$ cat config.mk
export PLATFORM = sky130hd
export DESIGN_NAME = fir_mac_accumulator
export DESIGN_NICKNAME = d
export VERILOG_FILES = /design/src/rtl/fir_pkg.sv /design/src/rtl/fir_round_sat.sv /design/src/rtl/fir_mac_accumulator.sv
export SDC_FILE = /design/constraint.sdc
export NUM_CORES = 1
export LEC_CHECK = 0
export ABC_AREA = 1
export BUFFER_PORTS_ARGS = -buffer_cell sky130_fd_sc_hd__buf_2
export CAP_MARGIN = 10
export CELL_PAD_IN_SITES_DETAIL_PLACEMENT = 1
export CELL_PAD_IN_SITES_GLOBAL_PLACEMENT = 2
export CORE_MARGIN = 3
export CORE_UTILIZATION = 34
export CTS_CLUSTER_DIAMETER = 120
export DETAILED_ROUTE_END_ITERATION = 10
export GPL_TIMING_DRIVEN = 0
export PLACE_DENSITY = 0.9
export SYNTH_ARGS = -nofsm -noshare
export SYNTH_HDL_FRONTEND = slang
export SYNTH_SLANG_ARGS = --single-unit
$ cat constraint.sdc
create_clock -name clk -period 4.3 [get_ports clk]
set_input_delay 0.215 -clock clk [delete_from_list [all_inputs] [get_ports clk]]
set_output_delay 0.215 -clock clk [all_outputs]
set_load 0.01 [all_outputs]
$ cat src/rtl/fir_pkg.sv
// Shared widths, defaults and state encodings for the FIR product accumulator
// and its rounding/saturation stage.
package fir_pkg;

   localparam int TAPS      = 8;
   localparam int ACC_W     = 35;
   localparam int OUT_SHIFT = 16;
   localparam int PROD_W    = 32;
   localparam int OUT_W     = 16;
   localparam int TAP_IDX_W = $clog2(TAPS);

   // y_valid doubles as the state bit: HOLD while a result waits downstream.
   localparam logic ST_ACCUM = 1'b0;
   localparam logic ST_HOLD  = 1'b1;

   function automatic logic [ACC_W-1:0] widen_prod(input logic [PROD_W-1:0] p);
      return {{(ACC_W-PROD_W){1'b0}}, p};
   endfunction

endpackage

$ cat src/rtl/fir_round_sat.sv
// Round-half-up, scale by OUT_SHIFT and clip an unsigned accumulator sum
// to a 16-bit output.
module fir_round_sat
   import fir_pkg::*;
(
   input  logic [ACC_W-1:0] sum,
   output logic [OUT_W-1:0] y,
   output logic             sat
);

   localparam logic [ACC_W:0] HALF = {{ACC_W{1'b0}}, 1'b1} << (OUT_SHIFT - 1);

   logic [ACC_W:0] rounded;
   logic [ACC_W:0] shifted;

   // One extra bit so the rounding increment can never wrap a full sum.
   assign rounded = {1'b0, sum} + HALF;
   assign shifted = rounded >> OUT_SHIFT;
   assign sat     = |shifted[ACC_W:OUT_W];
   assign y       = sat ? {OUT_W{1'b1}} : shifted[OUT_W-1:0];

endmodule

$ cat src/rtl/fir_mac_accumulator.sv
// Sums TAPS unsigned products per FIR output sample and presents the rounded,
// scaled, saturated result through a valid/ready output register.
module fir_mac_accumulator
   import fir_pkg::*;
(
   input  logic                 clk,
   input  logic                 rst,
   input  logic                 clr,
   input  logic                 prod_valid,
   input  logic [PROD_W-1:0]    prod,
   output logic                 prod_ready,
   output logic                 y_valid,
   input  logic                 y_ready,
   output logic [OUT_W-1:0]     y,
   output logic                 y_sat,
   output logic [TAP_IDX_W-1:0] tap_idx
);

   logic [ACC_W-1:0] acc;
   logic [ACC_W-1:0] acc_next;
   logic             accept;
   logic             last_tap;
   logic [OUT_W-1:0] y_calc;
   logic             sat_calc;

   assign prod_ready = (y_valid == ST_ACCUM) || y_ready;
   assign accept     = prod_valid && prod_ready && !clr;
   assign last_tap   = (tap_idx == TAP_IDX_W'(TAPS - 1));

   // The first tap of a frame loads rather than adds, so no clear cycle is needed.
   assign acc_next = (tap_idx == '0) ? widen_prod(prod) : acc + widen_prod(prod);

   fir_round_sat u_round_sat (
      .sum (acc_next),
      .y   (y_calc),
      .sat (sat_calc)
   );

   // NOTE: registered state uses non-blocking assignments so every flop samples
   // pre-edge values regardless of statement order.
   always_ff @(posedge clk) begin
      if (rst) begin
         acc     <= '0;
         tap_idx <= '0;
         y_valid <= ST_ACCUM;
         y       <= '0;
         y_sat   <= 1'b0;
      end else begin
         if (clr) begin
            acc     <= '0;
            tap_idx <= '0;
         end else if (accept) begin
            acc     <= acc_next;
            tap_idx <= last_tap ? '0 : tap_idx + 1'b1;
         end

         if (accept && last_tap) begin
            y_valid <= ST_HOLD;
            y       <= y_calc;
            y_sat   <= sat_calc;
         end else if (y_ready) begin
            y_valid <= ST_ACCUM;
         end
      end
   end

endmodule

==> results of run 1 <==
## per-layer routing
layer,part of all wire,vias up,global-route usage
met1,0.48,2659,0.291
met4,0.019,0,0.0520
li1,-,3037,-
met5,0,-,0
met3,0.035,19,0.0224
met2,0.47,69,0.375
## state kept, by name (all words and copies together), names as in the netlist
register  cells
acc          35
y            16
y_valid       1
y_sat         1
tap_idx       3
## logic make-up after synthesis
group                    count (synthesis)
flip-flops                              56
AND/OR/NAND/NOR                        484
XOR/XNOR                                24
AO/OA/AOI/OAI                          148
buffers and inverters                  169
multiplexers                             2
adder cells (fa/ha/maj)                 37
## cell usage in the layout, fill, tap and decap left out, drive strengths merged
master  Yosys  layout
nand3      56      56
or2        15      15
fa          1       1
ha         36      36
nand4      11      11
o21bai      6       6
inv       143     143
nor3        6       6
bufinv      0       2
a31oi       3       3
buf         3      60
nand3b      2       2
clkbuf     18      23
a21o        1       1
o211ai      6       6
dfxtp      56      56
o32ai       1       1
nand2     297     297
a211oi      9       9
clkinv      5       5
xnor2       1       1
mux2i       2       2
nor2       97      97
xor2       23      23
a21oi      76      76
o21ai      46      46
## cell type report
cell class / count / area [um2]
buffer: 21 / 87.6
clock inverter: 2 / 60.1
clock buffer: 5 / 125
fill: 2165 / 9290
multi-input combinational: 695 / 3700
tap: 211 / 264
timing repair buffer: 57 / 285
inverter: 148 / 556
sequential: 56 / 1120
## path summary, 6_finish.rpt
kind | depth (start not counted) | endpoint | slack [ns]
min reg2reg | 2 | tap_idx[1] | 0.50
max reg2reg | 27 | y[15] | 0.96
min | 2 | y[0] | 0.13
max | 27 | y[15] | 0.96
## through the flow
stage / power, mW / hold slack [ns] / worst slack (ns) / util / std cells
after global routing: 1.62 / 0.138 / 0.595 / 0.400 / 1195
final: 1.53 / 0.128 / 0.959 / 0.400 / 1195
after global placement: 0.987 / 0.441 / 0.950 / 0.388 / 1188
after detailed placement: 0.992 / 0.452 / 0.938 / 0.388 / 1188
after floorplan: 0.861 / 0.284 / 1.50 / - / 920
after CTS: 1.55 / 0.127 / 0.918 / 0.400 / 1195
## power by group through the flow
stage	logic (mW)	registers [mW]	clock network [mW]
after floorplan	0.311	0.550	0
after global placement	0.436	0.551	0
after detailed placement	0.440	0.552	0
after CTS	0.443	0.540	0.563
after global routing	0.498	0.542	0.579
final	0.437	0.540	0.551
==> reports/qor.yml, run 1 <==
clock_tree:
  cts_hold_buffers: 0
  cts-root-to-sink-buffers: 2
  htree_levels: 2
  cts.clk_slew.worst_paths_ns: 0.07
  cts_buffers: 5
  clock_latency_ns: 0.31
  postCtsSetupRepairBufs: 0
  cts_resized: 0
  cts_tree: "built"
  cts_root_buf: "clkbuf_16"
  cts_sinks: 56
floorplanning:
  die_w_um: 133
  die_y_um: 133
  ios: 59
  die_area_um2: 17600
  start_util: 0.353
  rows: 45
  core_area_um2: 15500
synthesis:
  syn_area_um2: 5460
  synth_fp_nets: 994
  synth_edf_count: 0
  async_flop_share: 0
  seq_area_frac_synth: 0.205
  synth.yosys.warnings: 0
  yosysTopAreaCell: "dfxtp_1"
  synth-xor-area-share: 0.0385
  synth_cell_types: 38
  synth-adder-area-share: 0.0861
  ys_ff_latch: 56
  synth-simple-area-share: 0.395
  synth_flop_cell: "dfxtp_1"
  yosysMostFrequentCell: "nand2_1"
  synth_area_leaders: "dfxtp_1, nand2_1, inv_1"
  synth_cells: 920
  synth_top_family_by_area: "simple AND/OR/NAND/NOR gates"
  synthTopCellsByCount: "nand2_1, inv_1, nor2_1"
  synth_compound_area_frac: 0.153
  synthMuxAreaShare: 0.00366
  synth_area_per_cell_um2: 5.94
  yosysTopAreaCellShare: 0.205
pwr:
  cellLeakagePower_nw: 3.25
  combPwrFrac: 0.286
  pwr-share-seq: 0.353
  p_sw_mw: 0.525
  p_per_area_nw_per_um2: 247
  swShare: 0.343
  p_int_mw: 1.00
  peakVddDrop_uv: 169
  clockPowerShare: 0.361
sta:
  timing.fmax_ghz: 0.299
  min_period_ns: 3.34
  tightest_slew_ns: 0.777
  finalCritPeriodShare: 0.777
  finalSetupTns_ns: 0
  setup_viol_count_final: 0
  final_hold_viol_count: 0
  slew_viol_final: 0
  relSlewSlack: 0.482
  rsz0062_at_grt: "no"
  skew_ns: 0.0131
detailed_routing:
  drtPass1Iterations: 4
  wl_per_cell_um: 15.7
  drc_errors: 0
  vias: 5784
  drtIter0Drc: 232
  wl_um: 18800
  vias_per_cell: 4.84
  antenna_left: 0
min_path:
  hp-class: "input pin to flip-flop"
  hold_start: "rst"
critical_path:
  startpoint_type: "flip-flop"
  cp_top_family: "simple AND/OR/NAND/NOR gates"
  path_common_cell: "nand2_1"
  cp_num_buf_inv: 4
  startpoint: "acc[0]"
  crit_fanout: 5
  critical_path.endpoint_type: "flip-flop"
  required_ns: 4.55
  max_stage_delay_ns: 0.39
  arrival_ns: 3.60
  crit_slowest_cell: "fa_1"
  crit_type: "flip-flop to flip-flop"
  r2r-start: "acc[0]"
global_route:
  grt_usage: 0.217
  grt_first_pass_wirelength_um: 30700
  grt_pass1_vias: 5957
  antenna_found_initial: 0
  grt_max_degree: 17
  grt_overflow: 0
layout:
  design_area_um2: 6200
  area_growth_pct: 13.4
  final_nets: 1058
  n_antenna_cell: 0
  drive_gt1_frac: 0.162
place:
  dpl.hpwl_um: 15900
  place_area_um2: 6010
  portBuffers: 57
  gp_congestion: 0.860
flow_run:
  maxCapViolations: 0
status:
  status: "complete, no violations"
Note: power is estimated with default switching activity, not from simulation.
==> run 2: changes to the inputs <==
--- a/config.mk
+++ b/config.mk
@@ -11,11 +11,11 @@
 export CELL_PAD_IN_SITES_DETAIL_PLACEMENT = 1
 export CELL_PAD_IN_SITES_GLOBAL_PLACEMENT = 2
 export CORE_MARGIN = 3
-export CORE_UTILIZATION = 34
+export CORE_UTILIZATION = 32
 export CTS_CLUSTER_DIAMETER = 120
 export DETAILED_ROUTE_END_ITERATION = 10
 export GPL_TIMING_DRIVEN = 0
-export PLACE_DENSITY = 0.9
+export PLACE_DENSITY = 0.86
 export SYNTH_ARGS = -nofsm -noshare
 export SYNTH_HDL_FRONTEND = slang
 export SYNTH_SLANG_ARGS = --single-unit
==> constraint.sdc (replaced) <==
create_clock -name clk -period 3.2 [get_ports clk]
set_input_delay 0.16 -clock clk [delete_from_list [all_inputs] [get_ports clk]]
set_output_delay 0.16 -clock clk [all_outputs]
set_load 0.01 [all_outputs]
==> run 2 against run 1 <==
Fmax up 10%. Combinational power up 45%. Routed wire length up 6.4%. Sequential share of layout area down 0.69 points. Sequential power up 34%. First-iteration DRC count up 2.6%. Register-to-register slack worse by 0.78 ns. Largest cell class unchanged. Highest routed layer unchanged.
==> reports/qor.yml, run 2 (synthesized netlist as in run 1, its figures left out) <==
status:
  status: "complete, no violations"  # unchanged
clock_tree:
  cts_sinks: 56  # unchanged
  cts-root-to-sink-buffers: 2  # unchanged
  cts.clk_slew.worst_paths_ns: 0.09  # was 0.07 ns
  clock_latency_ns: 0.32  # was 0.31 ns
  cts_hold_buffers: 0  # unchanged
  cts_buffers: 5  # unchanged
  htree_levels: 2  # unchanged
  cts_root_buf: "clkbuf_16"  # unchanged
  cts_tree: "built"  # unchanged
sta:
  relSlewSlack: 0.440  # was 0.482
  slew_viol_final: 0  # unchanged
  skew_ns: 0.0108  # was 0.0131 ns
  final_hold_viol_count: 0  # unchanged
  finalSetupTns_ns: 0  # unchanged
  setup_viol_count_final: 0  # unchanged
  finalCritPeriodShare: 0.946  # was 0.777
  timing.fmax_ghz: 0.330  # was 0.299 GHz
  setup_ws_ns: 0.174  # was 0.959 ns
  tightest_slew_ns: 0.841  # was 0.777 ns
  whs_ns: 0.0711  # was 0.128 ns
  min_period_ns: 3.03  # was 3.34 ns
global_route:
  grt_pass1_vias: 5872  # was 5957
  grt_overflow: 0  # unchanged
  grt_usage: 0.213  # was 0.217
  grt_max_degree: 21  # was 17
  antenna_found_initial: 0  # unchanged
  grt_first_pass_wirelength_um: 30800  # was 30700 um
layout:
  design_area_um2: 6450  # was 6200 um2
  final_common_cell: "nand2_1"  # unchanged
  top_register: "acc"  # unchanged
  drive_gt1_frac: 0.205  # was 0.162
  area_growth_pct: 18.0  # was 13.4%
  n_antenna_cell: 0  # unchanged
  largest_reg_flops: 35  # unchanged
  fillers: 2268  # was 2165
  final_nets: 1070  # was 1058
  largestRegisters: "acc x35, y x16, tap_idx x3"  # unchanged
  final_cell_mix: "nand2_1, inv_1, nor2_1"  # unchanged
  post-route-util: 0.387  # was 0.400
  instances_no_fill: 1217  # was 1195
pwr:
  combPwrFrac: 0.316  # was 0.286
  p_per_area_nw_per_um2: 311  # was 247 nW/um2
  swShare: 0.389  # was 0.343
  cellLeakagePower_nw: 3.37  # was 3.25 nW
  power_mw: 2.01  # was 1.53 mW
  clockPowerShare: 0.323  # was 0.361
  pwr-share-seq: 0.362  # was 0.353
  p_sw_mw: 0.780  # was 0.525 mW
  peakVddDrop_uv: 219  # was 169 uV
  p_int_mw: 1.23  # was 1.00 mW
place:
  place_area_um2: 6020  # was 6010 um2
  gp_congestion: 0.893  # was 0.860
  place_ws_ns: -0.188  # was 0.938 ns
  portBuffers: 57  # unchanged
  placed_cells: 1197  # was 1188
  dpl.hpwl_um: 16200  # was 15900 um
floorplanning:
  start_util: 0.328  # was 0.353
  die_y_um: 137  # was 133 um
  ios: 59  # unchanged
  rows: 47  # was 45
  die_area_um2: 18700  # was 17600 um2
  die_w_um: 137  # was 133 um
  core_area_um2: 16600  # was 15500 um2
detailed_routing:
  wl_um: 20000  # was 18800 um
  drtIter0Drc: 238  # was 232
  wl_per_cell_um: 16.4  # was 15.7 um
  drc_errors: 0  # unchanged
  drtPass1Iterations: 4  # unchanged
  vias: 5904  # was 5784
  antenna_left: 0  # unchanged
  vias_per_cell: 4.85  # was 4.84
critical_path:
  cp_top_family: "simple AND/OR/NAND/NOR gates"  # unchanged
  reg2reg_depth: 21  # was 27
  crit_fanout: 5  # unchanged
  path_common_cell: "nand2_2"  # was nand2_1
  required_ns: 3.46  # was 4.55 ns
  crit_slowest_cell: "fa_2"  # was fa_1
  crit_type: "flip-flop to flip-flop"  # unchanged
  critical_path.endpoint_type: "flip-flop"  # unchanged
  cp_num_buf_inv: 4  # unchanged
  startpoint_type: "flip-flop"  # unchanged
  arrival_ns: 3.28  # was 3.60 ns
  max_stage_delay_ns: 0.40  # was 0.39 ns
  cp_cell_sequence: "ha_4, inv_1, fa_2, inv_2, nand3_2, nand2_2, buf_4, nand3b_1, nand3_1, nand2_1, nand3_2, nand2_2, nor2_1, nand2_1, nor2_2, nand2_2, nor2_1, nor2_2, nand3_4, inv_1, a21oi_1"
  worstSetupPathDepth: 21  # was 27
flow_run:
  maxCapViolations: 0  # unchanged
min_path:
  hp-class: "input pin to flip-flop"  # unchanged
  holdPathStages: 2  # unchanged
-- run 2: what timing repair did --
| item | in CTS | in global routing |
|---|---|---|
| endpoints found under the setup margin | 17 | 17 |
| setup buffers | 3 | 8 |
| gates resized for setup | 5 | 41 |
| pin swaps | 4 | 11 |
| cloned | 0 | 1 |
-- run 2: power by group through the flow --
stage                     Clock [mW]  Combinational, mW  Sequential [mW]
final                          0.648              0.633            0.726
after global routing           0.693              0.710            0.728
after CTS                      0.668              0.606            0.726
after detailed placement           0              0.597            0.742
after global placement             0              0.590            0.741
after floorplan                    0              0.418            0.739
-- run 2: area by class of cell --
class                   count  area [um2]  area share
multi-input cells         695        3840       0.596
clock buffers               5         125      0.0194
well taps                 220         275      0.0427
repair buffers             69         393      0.0609
inverters                 148         562      0.0871
flip-flops and latches     56        1120       0.174
plain buffers              21        97.6      0.0151
clock inverters             3        28.8     0.00446
-- run 2: layer usage --
layer  GRT usage  part of all wire
met1       0.285              0.47
met2       0.358              0.47
met3      0.0254             0.038
met4      0.0622             0.026
met5           0                 0
-- run 2: path summary, 6_finish.rpt --
| kind | start | to | slack [ns] |
|---|---|---|---|
| setup reg to reg | acc[0] | y[3] | 0.17 |
| setup / recovery | acc[0] | y[3] | 0.17 |
| hold / removal | rst | y[5] | 0.07 |
| hold reg to reg | tap_idx[1] | tap_idx[1] | 0.50 |
==> run 3: changes to the inputs <==
--- a/config.mk
+++ b/config.mk
@@ -18,4 +18,5 @@
 export PLACE_DENSITY = 0.86
 export SYNTH_ARGS = -nofsm -noshare
 export SYNTH_HDL_FRONTEND = slang
+export SYNTH_HIERARCHICAL = 1
 export SYNTH_SLANG_ARGS = --single-unit
==> run 3 against run 2 <==
The flow now finishes with violations (setup timing). Clock skew up 0.0043 ns. Core utilization grew 5.1 points. Clock-buffer cell count did not move. Power increased by 7.0%. Largest power group is now combinational logic. Highest routed layer unchanged.
==> reports/qor.yml, run 3 <==
status:
  status: "complete, but fails checks"  # was complete, no violations
  violations: "setup timing"
synthesis:
  syn_area_um2: 5960  # was 5460 um2
  synth.yosys.warnings: 6  # was 0
  synth_area_per_cell_um2: 5.77  # was 5.94 um2
  synth_cells: 1032  # was 920
  synth_fp_nets: 1106  # was 994
sta:
  min_period_ns: 3.24  # was 3.03 ns
  setup_viol_count_final: 11  # was 0
  tightest_slew_ns: 0.792  # was 0.841 ns
  slew_viol_final: 0  # unchanged
  finalCritPeriodShare: 1.01  # was 0.946
  skew_ns: 0.0151  # was 0.0108 ns
  relSlewSlack: 0.472  # was 0.440
  finalSetupTns_ns: -0.257  # was 0 ns
  timing.fmax_ghz: 0.309  # was 0.330 GHz
  setup_ws_ns: -0.0353  # was 0.174 ns
  final_hold_viol_count: 0  # unchanged
  rsz0062_at_grt: "yes"
global_route:
  grt_overflow: 0  # unchanged
  grt_max_degree: 19  # was 21
  grt_usage: 0.218  # was 0.213
  grt_pass1_vias: 6862  # was 5872
  antenna_found_initial: 0  # unchanged
  grt_first_pass_wirelength_um: 35300  # was 30800 um
detailed_routing:
  antenna_left: 0  # unchanged
  drc_errors: 0  # unchanged
  vias_per_cell: 4.93  # was 4.85
  wl_um: 23200  # was 20000 um
  drtPass1Iterations: 4  # unchanged
  drtIter0Drc: 311  # was 238
  vias: 6781  # was 5904
  wl_per_cell_um: 16.8  # was 16.4 um
layout:
  fillers: 2426  # was 2268
  n_antenna_cell: 0  # unchanged
  final_nets: 1219  # was 1070
  final_common_cell: "nand2_1"  # unchanged
  top_register: "acc"  # unchanged
  largestRegisters: "acc x35, y x16, tap_idx x3"  # unchanged
  area_growth_pct: 33.7  # was 18.0%
  drive_gt1_frac: 0.298  # was 0.205
  final_cell_mix: "nand2_1, inv_1, buf_2"  # was nand2_1, inv_1, nor2_1
  largest_reg_flops: 35  # unchanged
clock_tree:
  cts-root-to-sink-buffers: 2  # unchanged
  cts_sinks: 56  # unchanged
  cts.clk_slew.worst_paths_ns: 0.09  # about the same
  htree_levels: 2  # unchanged
  cts_buffers: 5  # unchanged
  cts_root_buf: "clkbuf_16"  # unchanged
  clock_latency_ns: 0.32  # about the same
  cts_tree: "built"  # unchanged
critical_path:
  required_ns: 3.38  # was 3.46 ns
  critical_path.endpoint_type: "flip-flop"  # unchanged
  crit_slowest_cell: "dfxtp_2"  # was fa_2
  cp_num_buf_inv: 4  # unchanged
  cp_top_family: "simple AND/OR/NAND/NOR gates"  # unchanged
  startpoint_type: "flip-flop"  # unchanged
  max_stage_delay_ns: 0.36  # was 0.40 ns
  crit_type: "flip-flop to flip-flop"  # unchanged
  arrival_ns: 3.41  # was 3.28 ns
  crit_fanout: 6  # was 5
  path_common_cell: "nand2_4"  # was nand2_2
place:
  portBuffers: 57  # unchanged
  gp_congestion: 0.884  # was 0.893
  dpl.hpwl_um: 17300  # was 16200 um
floorplanning:
  core_area_um2: 18100  # was 16600 um2
  die_w_um: 142  # was 137 um
  die_area_um2: 20300  # was 18700 um2
  die_y_um: 142  # was 137 um
  rows: 49  # was 47
  ios: 59  # unchanged
  start_util: 0.328  # about the same
pwr:
  power_mw: 2.15  # was 2.01 mW
  cellLeakagePower_nw: 4.20  # was 3.37 nW
  p_per_area_nw_per_um2: 270  # was 311 nW/um2
  peakVddDrop_uv: 209  # was 219 uV
flow_run:
  maxCapViolations: 0  # unchanged
min_path:
  hp-class: "input pin to flip-flop"  # unchanged
-- run 3: cell types whose count changed in the layout (fill, tap and decap cells not counted), sizes merged, moves of 8 or more --
cell,before,now
xnor2,1,10
clkbuf,26,17
nand2,297,376
o21a,0,19
nor2,97,75
o21ai,46,31
nand4,11,3
buf,69,121
inv,146,187
xor2,23,10
a21oi,76,50
nand3,56,106
-- run 3: area by class of cell --
| class | count | area (um2) | share of cell area |
|---|---|---|---|
| inverters | 187 | 702 | 0.0882 |
| flip-flops and latches | 56 | 1120 | 0.141 |
| well taps | 229 | 287 | 0.0360 |
| clock buffers | 5 | 125 | 0.0157 |
| plain buffers | 27 | 150 | 0.0189 |
| clock inverters | 3 | 22.5 | 0.00283 |
| multi-input cells | 762 | 4830 | 0.607 |
| repair buffers | 106 | 721 | 0.0905 |
-- run 3: worst paths after layout --
path                start  endpoint  slack, ns  cells past startpoint
hold / removal    y_ready   y_valid       0.15                      4
setup reg to reg   acc[0]      y[3]      -0.04                     25
hold reg to reg      y[8]      y[8]       0.47                      2
setup / recovery   acc[0]      y[3]      -0.04                     25
-- run 3: worst register-to-register path: cells and delay by family (launching register included) --
kind | cells | cell delay [ns]
and+or+nand+nor | 15 | 1.35
DFF | 1 | 0.36
adders and majority gates | 3 | 0.65
buffers and inverters | 4 | 0.36
xor gates and xnor gates | 1 | 0.15
AOI/OAI and AO/OA | 2 | 0.21
-- run 3: power by group --
group / total [mW] / internal [mW] / leakage [nW] / switching, mW
registers: 0.726 / 0.713 / 0.455 / 0.0131
logic: 0.806 / 0.304 / 3.67 / 0.501
clock network: 0.617 / 0.296 / 0.0742 / 0.321
total: 2.15 / 1.31 / 4.20 / 0.835
-- run 3: metrics by stage --
step,instance area [um2],worst slack (ns),utilization,instances,hold slack (ns)
after floorplan,5960,0.0691,-,1032,0.360
after global placement,6530,-0.471,0.360,1318,0.449
after detailed placement,6530,-0.494,0.360,1318,0.455
after CTS,7150,-0.0415,0.394,1352,0.147
after global routing,7960,-0.195,0.439,1375,0.187
final,7960,-0.0353,0.439,1375,0.151
-- run 3: timing repair --
item | CTS | global route
resized for setup | 61 | 139
pin swaps | 26 | 41
hold buffers | 0 | 0
cloned | 1 | 1
endpoints found under the setup margin | 17 | 18
setup buffers | 25 | 23
-- run 3: per-layer routing --
layer	part of all wire	global-route usage	vias to the layer above
met5	0	0	-
met4	0.016	0.0410	0
met3	0.027	0.0235	23
met2	0.48	0.375	91
met1	0.48	0.298	3238
li1	-	-	3429
